<file path="config.mk">
export PLATFORM = sky130hd
export DESIGN_NAME = sram_ifetch_buffer_flat
export DESIGN_NICKNAME = d
export VERILOG_FILES = /design/src/rtl/sram_ifetch_if.sv /design/src/rtl/sram_ifetch_buffer.sv /design/src/flat_wrapper.sv
export SDC_FILE = /design/constraint.sdc
export NUM_CORES = 1
export LEC_CHECK = 0
export BUFFER_PORTS_ARGS = -buffer_cell sky130_fd_sc_hd__buf_2
export CORE_ASPECT_RATIO = 0.75
export CORE_MARGIN = 10
export CORE_UTILIZATION = 53
export CTS_CLUSTER_SIZE = 30
export DETAILED_ROUTE_END_ITERATION = 16
export GPL_ROUTABILITY_DRIVEN = 0
export PLACE_DENSITY = 0.74
export SLEW_MARGIN = 10
export SYNTH_ARGS = -nofsm -noshare
export SYNTH_HDL_FRONTEND = slang
export SYNTH_SLANG_ARGS = --single-unit
</file>
<file path="constraint.sdc">
create_clock -name clk_i -period 5.6 [get_ports clk_i]
set_input_delay 0.56 -clock clk_i [delete_from_list [all_inputs] [get_ports clk_i]]
set_output_delay 0.56 -clock clk_i [all_outputs]
set_load 0.02 [all_outputs]
</file>
<file path="src/rtl/sram_ifetch_if.sv">
// Bus between the instruction-fetch buffer, the SRAM read port (port 1) and the core.
// The master modport is the fetch block; the slave modport is the SRAM/core side.
interface sram_ifetch_if #(
    parameter int ADDR_WIDTH = 8,
    parameter int DATA_WIDTH = 32
);
    logic                  redirect_valid;
    logic [31:0]           redirect_pc;
    logic                  csb1;
    logic [ADDR_WIDTH-1:0] addr1;
    logic [DATA_WIDTH-1:0] dout1;
    logic                  instr_valid;
    logic                  instr_ready;
    logic [DATA_WIDTH-1:0] instr;
    logic [31:0]           instr_pc;

    modport master (
        input  redirect_valid, redirect_pc, dout1, instr_ready,
        output csb1, addr1, instr_valid, instr, instr_pc
    );

    modport slave (
        output redirect_valid, redirect_pc, dout1, instr_ready,
        input  csb1, addr1, instr_valid, instr, instr_pc
    );
endinterface

</file>
<file path="src/rtl/sram_ifetch_buffer.sv">
// Instruction-fetch front end: issues one SRAM word read per cycle while FIFO credit
// remains, captures the read data one cycle later and presents it through a valid/ready FIFO.
module sram_ifetch_buffer #(
    parameter int          DEPTH      = 4,
    parameter int          ADDR_WIDTH = 8,
    parameter int          DATA_WIDTH = 32,
    parameter logic [31:0] RESET_PC   = 32'h0000_0000
) (
    input  logic          clk_i,
    input  logic          rst_ni,
    sram_ifetch_if.master bus
);
    localparam int CW = $clog2(DEPTH);

    logic [31:0]           fetch_pc_q;
    logic [31:0]           inflight_pc_q;
    logic                  inflight_q;
    logic [DATA_WIDTH-1:0] data_q [DEPTH];
    logic [31:0]           pc_q   [DEPTH];
    logic [CW-1:0]         rd_ptr_q;
    logic [CW-1:0]         wr_ptr_q;
    logic [CW:0]           count_q;

    logic                  pop;
    logic                  push;
    logic                  issue;
    logic [CW+1:0]         used;

    // A redirect cycle completes no handshake and drops the returning read.
    assign pop   = bus.instr_valid & bus.instr_ready & ~bus.redirect_valid;
    assign push  = inflight_q & ~bus.redirect_valid;
    // Credit counts both buffered entries and the read whose data arrives next cycle.
    assign used  = (CW+2)'(count_q) + (CW+2)'(inflight_q) - (CW+2)'(pop);
    assign issue = rst_ni & ~bus.redirect_valid & (used < (CW+2)'(DEPTH));

    assign bus.csb1        = ~issue;
    assign bus.addr1       = fetch_pc_q[ADDR_WIDTH+1:2];
    assign bus.instr_valid = (count_q != '0);
    assign bus.instr       = data_q[rd_ptr_q];
    assign bus.instr_pc    = pc_q[rd_ptr_q];

    always_ff @(posedge clk_i) begin
        if (!rst_ni) begin
            fetch_pc_q    <= RESET_PC;
            inflight_q    <= 1'b0;
            inflight_pc_q <= '0;
            rd_ptr_q      <= '0;
            wr_ptr_q      <= '0;
            count_q       <= '0;
            for (int i = 0; i < DEPTH; i++) begin
                data_q[i] <= '0;
                pc_q[i]   <= '0;
            end
        end else if (bus.redirect_valid) begin
            fetch_pc_q <= bus.redirect_pc & ~32'h3;
            inflight_q <= 1'b0;
            rd_ptr_q   <= '0;
            wr_ptr_q   <= '0;
            count_q    <= '0;
        end else begin
            inflight_q <= issue;
            if (issue) begin
                inflight_pc_q <= fetch_pc_q;
                fetch_pc_q    <= fetch_pc_q + 32'd4;
            end
            if (push) begin
                data_q[wr_ptr_q] <= bus.dout1;
                pc_q[wr_ptr_q]   <= inflight_pc_q;
                wr_ptr_q         <= wr_ptr_q + CW'(1);
            end
            if (pop) begin
                rd_ptr_q <= rd_ptr_q + CW'(1);
            end
            count_q <= count_q + (CW+1)'(push) - (CW+1)'(pop);
        end
    end
endmodule

</file>
<file path="src/flat_wrapper.sv">
// flat-port wrapper written by rule: the top's interface ports become plain ports
module sram_ifetch_buffer_flat 
#(
    parameter int          DEPTH      = 4,
    parameter int          ADDR_WIDTH = 8,
    parameter int          DATA_WIDTH = 32,
    parameter logic [31:0] RESET_PC   = 32'h0000_0000
)
  (clk_i, rst_ni, bus_redirect_valid, bus_redirect_pc, bus_dout1, bus_instr_ready, bus_csb1, bus_addr1, bus_instr_valid, bus_instr, bus_instr_pc);
  sram_ifetch_if #(.ADDR_WIDTH(ADDR_WIDTH), .DATA_WIDTH(DATA_WIDTH)) bus_i ();
  input  logic clk_i;
  input  logic rst_ni;
  input wire logic [$bits(bus_i.redirect_valid)-1:0] bus_redirect_valid;
  input wire logic [$bits(bus_i.redirect_pc)-1:0] bus_redirect_pc;
  input wire logic [$bits(bus_i.dout1)-1:0] bus_dout1;
  input wire logic [$bits(bus_i.instr_ready)-1:0] bus_instr_ready;
  output wire logic [$bits(bus_i.csb1)-1:0] bus_csb1;
  output wire logic [$bits(bus_i.addr1)-1:0] bus_addr1;
  output wire logic [$bits(bus_i.instr_valid)-1:0] bus_instr_valid;
  output wire logic [$bits(bus_i.instr)-1:0] bus_instr;
  output wire logic [$bits(bus_i.instr_pc)-1:0] bus_instr_pc;
  assign bus_i.redirect_valid = bus_redirect_valid;
  assign bus_i.redirect_pc = bus_redirect_pc;
  assign bus_i.dout1 = bus_dout1;
  assign bus_i.instr_ready = bus_instr_ready;
  assign bus_csb1 = bus_i.csb1;
  assign bus_addr1 = bus_i.addr1;
  assign bus_instr_valid = bus_i.instr_valid;
  assign bus_instr = bus_i.instr;
  assign bus_instr_pc = bus_i.instr_pc;
  sram_ifetch_buffer #(.DEPTH(DEPTH), .ADDR_WIDTH(ADDR_WIDTH), .DATA_WIDTH(DATA_WIDTH), .RESET_PC(RESET_PC)) u_core (.clk_i(clk_i), .rst_ni(rst_ni), .bus(bus_i));
endmodule
</file>
== After elaboration in Yosys (flattened, before gate mapping) ==
Memories as Yosys holds them, arrays and structs flattened. A register that Yosys moved wholly into a read port is not among the register bits.
Index checks and enable logic that the tools add are counted.
Storage, ports and cells
  flip-flop bits (word level): 72
  memory bits (writable): 256
  input port bits: 68
  output and inout port bits: 74
  logic and storage cells: 48
  memories kept: 2
Memory list
  u_core.data_q: depth 4, width 32, rd ports 1, clocked after Yosys merged registers in 1, write ports 4, RTL line sram_ifetch_buffer.sv:18  | logic [DATA_WIDTH-1:0] data_q [DEPTH];
  u_core.pc_q: depth 4, width 32, rd ports 1, clocked after Yosys merged registers in 1, write ports 4, RTL line sram_ifetch_buffer.sv:19  | logic [31:0] pc_q [DEPTH];
Cells by class
  $add $sub $neg: 7
  order comparisons: 1
  mux-type cells: 17
  bitwise operators: 8
  reduce and logical (&&, ||, !) cells: 6
Operators with widths (number)
  32-bit two-way mux: 4
  32-bit OR reduction: 2
  32-bit by 3-bit adder with 32-bit output (second input constant): 1
  2-bit two-way mux: 6
  1-bit two-way mux: 7
  1-bit AND: 5
  2-bit by 1-bit adder with 2-bit output (second input constant): 2
  3-bit by 1-bit adder with 4-bit output: 1
  4-bit by 3-bit less-than comparator with 1-bit output (second input constant): 1
  4-bit by 1-bit subtractor with 4-bit output: 1
  3-bit by 1-bit adder with 3-bit output: 1
  1-bit inverter: 3
  3-bit nonzero test: 1
  3-bit by 1-bit subtractor with 3-bit output: 1
  2-bit AND reduction: 1
  2-bit nonzero test: 1
  2-bit OR reduction: 1

== Depth between registers and ports, before layout ==
  depth in word-level cells: 8
  depth in mapped cells: 13
  depth with buffers taken out: 11

== Worst setup path after synthesis ==
OpenSTA, ideal clock, no wires.
  path kind: register to register
  start point: reg u_core.wr_ptr_q[1]
  end point: mem u_core.data_q[0][0] (enable)
  library setup time: 0.568 ns
  arrival time: 5.169 ns
  data required time: 5.032 ns
  path slack: -0.136 ns
  cell stages (with the launch flop): 4
  buffers on the path: 1
  clock period less this slack: 5.736 ns
  cell sequence: dfxtp_1 > or2_2 > clkbuf_1 > o21ai_0
RTL lines
  start: declaration: RTL line sram_ifetch_buffer.sv:21  | logic [CW-1:0] wr_ptr_q;
  start signal: assignment: RTL line sram_ifetch_buffer.sv:69  | wr_ptr_q <= wr_ptr_q + CW'(1);
  end: declaration: RTL line sram_ifetch_buffer.sv:18

== Worst setup path after layout ==
  start point: reg u_core.count_q[0]
  end point: out bus_csb1
Between the ends
  longest elaborated chain between the ends: 7
  elaborated cells on any way between the ends: 8
  classes of those cells: 2 x add/sub; 1 x order compare; 4 x bitwise; 1 x reduce/logical
RTL lines
  start: declaration: RTL line sram_ifetch_buffer.sv:22  | logic [CW:0] count_q;
  start signal: assignment: RTL line sram_ifetch_buffer.sv:74  | count_q <= count_q + (CW+1)'(push) - (CW+1)'(pop);
  3-bit nonzero test: RTL line sram_ifetch_buffer.sv:38  | assign bus.instr_valid = (count_q != '0);
  1-bit AND (2 in a row): RTL line sram_ifetch_buffer.sv:30  | assign pop = bus.instr_valid & bus.instr_ready & ~bus.redirect_valid;
  via u_core.pop: RTL line sram_ifetch_buffer.sv:24  | logic pop;
  4-bit by 1-bit subtractor with 4-bit output: RTL line sram_ifetch_buffer.sv:33  | assign used = (CW+2)'(count_q) + (CW+2)'(inflight_q) - (CW+2)'(pop);
  4-bit by 3-bit less-than comparator with 1-bit output: RTL line sram_ifetch_buffer.sv:34  | assign issue = rst_ni & ~bus.redirect_valid & (used < (CW+2)'(DEPTH));
  1-bit AND: RTL line sram_ifetch_buffer.sv:34
  1-bit inverter: RTL line sram_ifetch_buffer.sv:36  | assign bus.csb1 = ~issue;
  end: declaration: RTL line flat_wrapper.sv:17  | output wire logic [$bits(bus_i.csb1)-1:0] bus_csb1;
The timed path passes the listed nets, and every way through them passes these cells.

==> metrics.md <==
| Metric | Value |
|---|---|
| WL per Instance | `20.3 um` |
| Final-report hold violation count | `0` |
| Tmin final | `around 4.8 ns` |
| Sequential cell fraction of total power | `between 50% and 60%` |
| Relative slew margins | `24.0%` |
| DRT Pass-1 Iters | `5` |
| Total core area | `25100 um^2` |
| Max_cap viols | `0` |
| DP HPWL | `18.9 mm` |
| Kind of end point of the critical path | `output port` |
| Multi-input combinational cell area | `~4200 um^2` |
| Internal | `3.87 mW` |
| Mapped Cells | `1079` |
| RSZ-0062 raised after global routing | `no` |
| Antenna-violating nets left | `0` |
| Synth Area in Compound Gates | `5.52%` |
| Kind of critical path | `reg2out` |
| Setup Total Neg Slack | `0 ns` |
| Largest net degree at the start of global routing | `63` |
| Vias per cell | `5.58` |
| Clock sinks | `318` |
| Root buf cell | `clkbuf_16` |
| TritonCTS Buffers | `30` |
| Combinational share of power | `around 6.4%` |
| Initial antenna violation count | `0` |
| Die W | `205 um` |
| Final setup viols | `0` |
| WL final | `31.4 mm` |
| Clk pwr share | `39.7%` |
| Fin. max-slew vios | `0` |
| Final instance area | `15500 um^2` |
| First-pass GRT wire length | `49.2 mm` |
| Max Buffers Root-to-Sink | `3` |
| Clk slew on worst S/H paths | `0.06 ns` |
| Metal1 wirelength | `13.0 mm` |
| Simple-gate portion of the synthesized area | `11.7%` |
| Syn_area_per_cell | `roughly 13 um^2` |
| Area grow syn2layout | `14.3%` |
| Xor/xnor share of the synthesized area | `1.87%` |
| Vias in the first global route | `9070` |
| Starting Density | `54.1%` |
| Area post-placement | `14600 um^2` |
| Die area | `32500 um^2` |
| H-tree depth | `1` |
| Number of port buffers | `137` |
| Largest family of logic cells by synthesized area | `simple AND/OR/NAND/NOR gates` |
| GRT Total Usage | `19.2%` |
| Storage cell area | `8850 um^2` |
| Layout cells sized above 1 | `between 20% and 30%` |
| DRC viols | `0` |
| Routed via count | `around 8600` |
| Fillers | `~2000` |
| Hold Path Class | `in2reg` |
| Clock skew | `around 0.012 ns` |
| Resize count post-CTS | `0` |
| Number of nets in the layout | `1259` |
| Mux cell area share after synthesis | `10.4%` |
| NetSw | `1.11 mW` |
| # diodes | `0` |
| Fmax achieved | `208 MHz` |
| DR iter-0 viols | `just over 600` |
| Synth Area in Adders | `0.700%` |
| PD cells | `321 nW/um^2` |
| Status | `finished clean` |
| Metal3 WL | `2.08 mm` |
| Maximum fanout along the worst path | `37` |
| Syn Std Cell Area | `13600 um^2` |
| Flops & latches, synth | `around 320` |
| # IOs | `about 140` |
| Yosys cell types | `49` |
| GRT overflow | `0` |
| Clock latency on the worst-skew pair | `0.55 ns` |
| Crit path launch type | `register` |
| Hold_buf cts | `0` |
| Synthesis warning total | `0` |
| Tcrit/Tclk final | `86.0%` |
| Sequential element share of the synthesized area | `~65%` |
| TritonCTS clock tree | `yes` |
| Post-CTS setup buffers | `0` |
| Worst vdd ir | `0.252 mV` |
| Worst EP required | `5.04 ns` |
| Final Core Density | `between 60 and 70%` |
| Leak Pwr | `a little under 6 nW` |
| Slew @ Worst Pin | `between 1 and 1.5 ns` |
| Die Ht | `approximately 160 um` |
| Switching portion of total power | `22.3%` |
| Row Count | `50` |
| Met2 Routed Length | `15.9 mm` |
| Crit path arrival time | `about 4.3 ns` |
| Top routing layer in use | `met4` |
==> path summary, 6_finish.rpt <==
check	cells past startpoint	slack (ns)	endpoint	start
hold / removal	3	0.24	u_core.fetch_pc_q[2]	bus_redirect_pc[2]
setup reg to reg	11	1.59	u_core.fetch_pc_q[12]	u_core.count_q[0]
setup / recovery	10	0.79	bus_csb1	u_core.count_q[0]
hold reg to reg	2	0.46	u_core.inflight_pc_q[20]	u_core.inflight_pc_q[20]
==> critical path: stages, from the launching register on <==
cell,delay (ns)
dfxtp_1,0.32
or3_1,0.40
and3_1,0.27
ha_1,0.22
inv_1,0.05
ha_1,0.20
and3b_1,0.20
or4_1,0.55
nand2_2,0.61
inv_2,0.54
buf_2,0.31
==> synthesized netlist by cell type, drive strengths merged <==
cell	number	share of area, %
a2111oi	9	1.1
a211oi	8	0.44
a21boi	1	0.055
a21oi	56	2.1
a22oi	2	0.11
a31oi	4	0.18
and2	3	0.14
and3	4	0.18
and3b	1	0.064
and4	6	0.39
buf	25	1.1
clkbuf	54	1.5
clkinv	1	0.028
conb	1	0.028
dfxtp	70	10
edfxtp	248	55
fa	1	0.15
ha	6	0.55
inv	75	2.1
mux2	1	0.083
mux4	62	10
nand2	143	4.0
nand2b	3	0.14
nand3	16	0.59
nand4	5	0.23
nor2	197	5.4
nor3	2	0.074
nor3b	1	0.055
nor4	2	0.092
nor4bb	1	0.074
o211a	1	0.074
o211ai	2	0.11
o21ai	28	1.0
o22ai	2	0.092
o311a	1	0.074
o311ai	1	0.064
o31a	2	0.13
or2	1	0.046
or3	1	0.046
or3b	1	0.064
or4	2	0.11
xnor2	26	1.7
xor2	3	0.19
==> power groups by stage <==
| stage | registers [mW] | logic [mW] | clock network (mW) |
|---|---|---|---|
| 2_1_floorplan | 2.73 | 0.206 | 0 |
| 3_3_place_gp | 2.73 | 0.317 | 0 |
| 3_5_place_dp | 2.74 | 0.321 | 0 |
| 4_1_cts | 2.69 | 0.323 | 2.00 |
| 5_1_grt | 2.70 | 0.346 | 2.10 |
| 6_report | 2.69 | 0.317 | 1.97 |
==> cell usage in the layout (no fill, tap or decap), types with 4 or more instances in the layout <==
cell type  instances
buf_2            137
dfxtp_1           68
a2111oi_2          8
and3_1             4
clkbuf_16         32
inv_1             74
nand4_1            5
and4_1             6
nor2_1           196
clkinv_2           6
a21oi_1           56
nand2_1          141
clkbuf_1           4
a211oi_1           8
mux4_2            62
xnor2_1           26
ha_1               6
nand3_1           16
edfxtp_1         248
clkbuf_8           6
a31oi_1            4
buf_4             11
o21ai_0           24
==> per-stage QoR <==
step | instances | total power [mW] | hold WS, ns | setup slack, ns
4_1_cts | 1546 | 5.01 | 0.222 | 0.841
5_1_grt | 1546 | 5.14 | 0.278 | 0.556
6_report | 1546 | 4.98 | 0.238 | 0.786
2_1_floorplan | 1080 | 2.93 | 0.432 | -0.123
3_3_place_gp | 1490 | 3.05 | 0.440 | 1.25
3_5_place_dp | 1490 | 3.06 | 0.447 | 1.24
==> logic make-up (layout without fill, tap and decap cells) <==
| kind of cell | after synthesis | after routing |
|---|---|---|
| XOR/XNOR | 29 | 29 |
| AND/OR/NAND/NOR | 389 | 389 |
| other | 1 | 2 |
| AO/OA/AOI/OAI | 117 | 117 |
| flip-flops | 318 | 318 |
| buffers and inverters | 155 | 283 |
| adder cells (fa/ha/maj) | 7 | 7 |
| multiplexers | 63 | 63 |
==> sequential cells by signal, indices dropped and copies added, names as in the netlist, named ones only <==
| name | cells |
|---|---|
| u_core.inflight_pc_q | 30 |
| u_core.count_q | 3 |
| u_core.rd_ptr_q | 2 |
| u_core.pc_q | 120 |
| u_core.inflight_q | 1 |
| u_core.data_q | 128 |
| u_core.fetch_pc_q | 30 |
| u_core.wr_ptr_q | 2 |
==> per-layer routing <==
layer  track usage [%]  up-vias
met4              3.67        0
met3              3.39       34
met5                 0        -
met1              24.5     4318
met2              34.0      258
li1                  -     4009
==> area by class of cell <==
cell class | count | area share (%)
tap | 338 | 2.72
timing repair buffer | 151 | 5.34
multi-input combinational | 607 | 26.8
sequential | 318 | 57.0
inverter | 76 | 1.84
clock buffer | 45 | 5.88
clock inverter | 11 | 0.379
No activity file was read; power rests on OpenSTA's default activity.
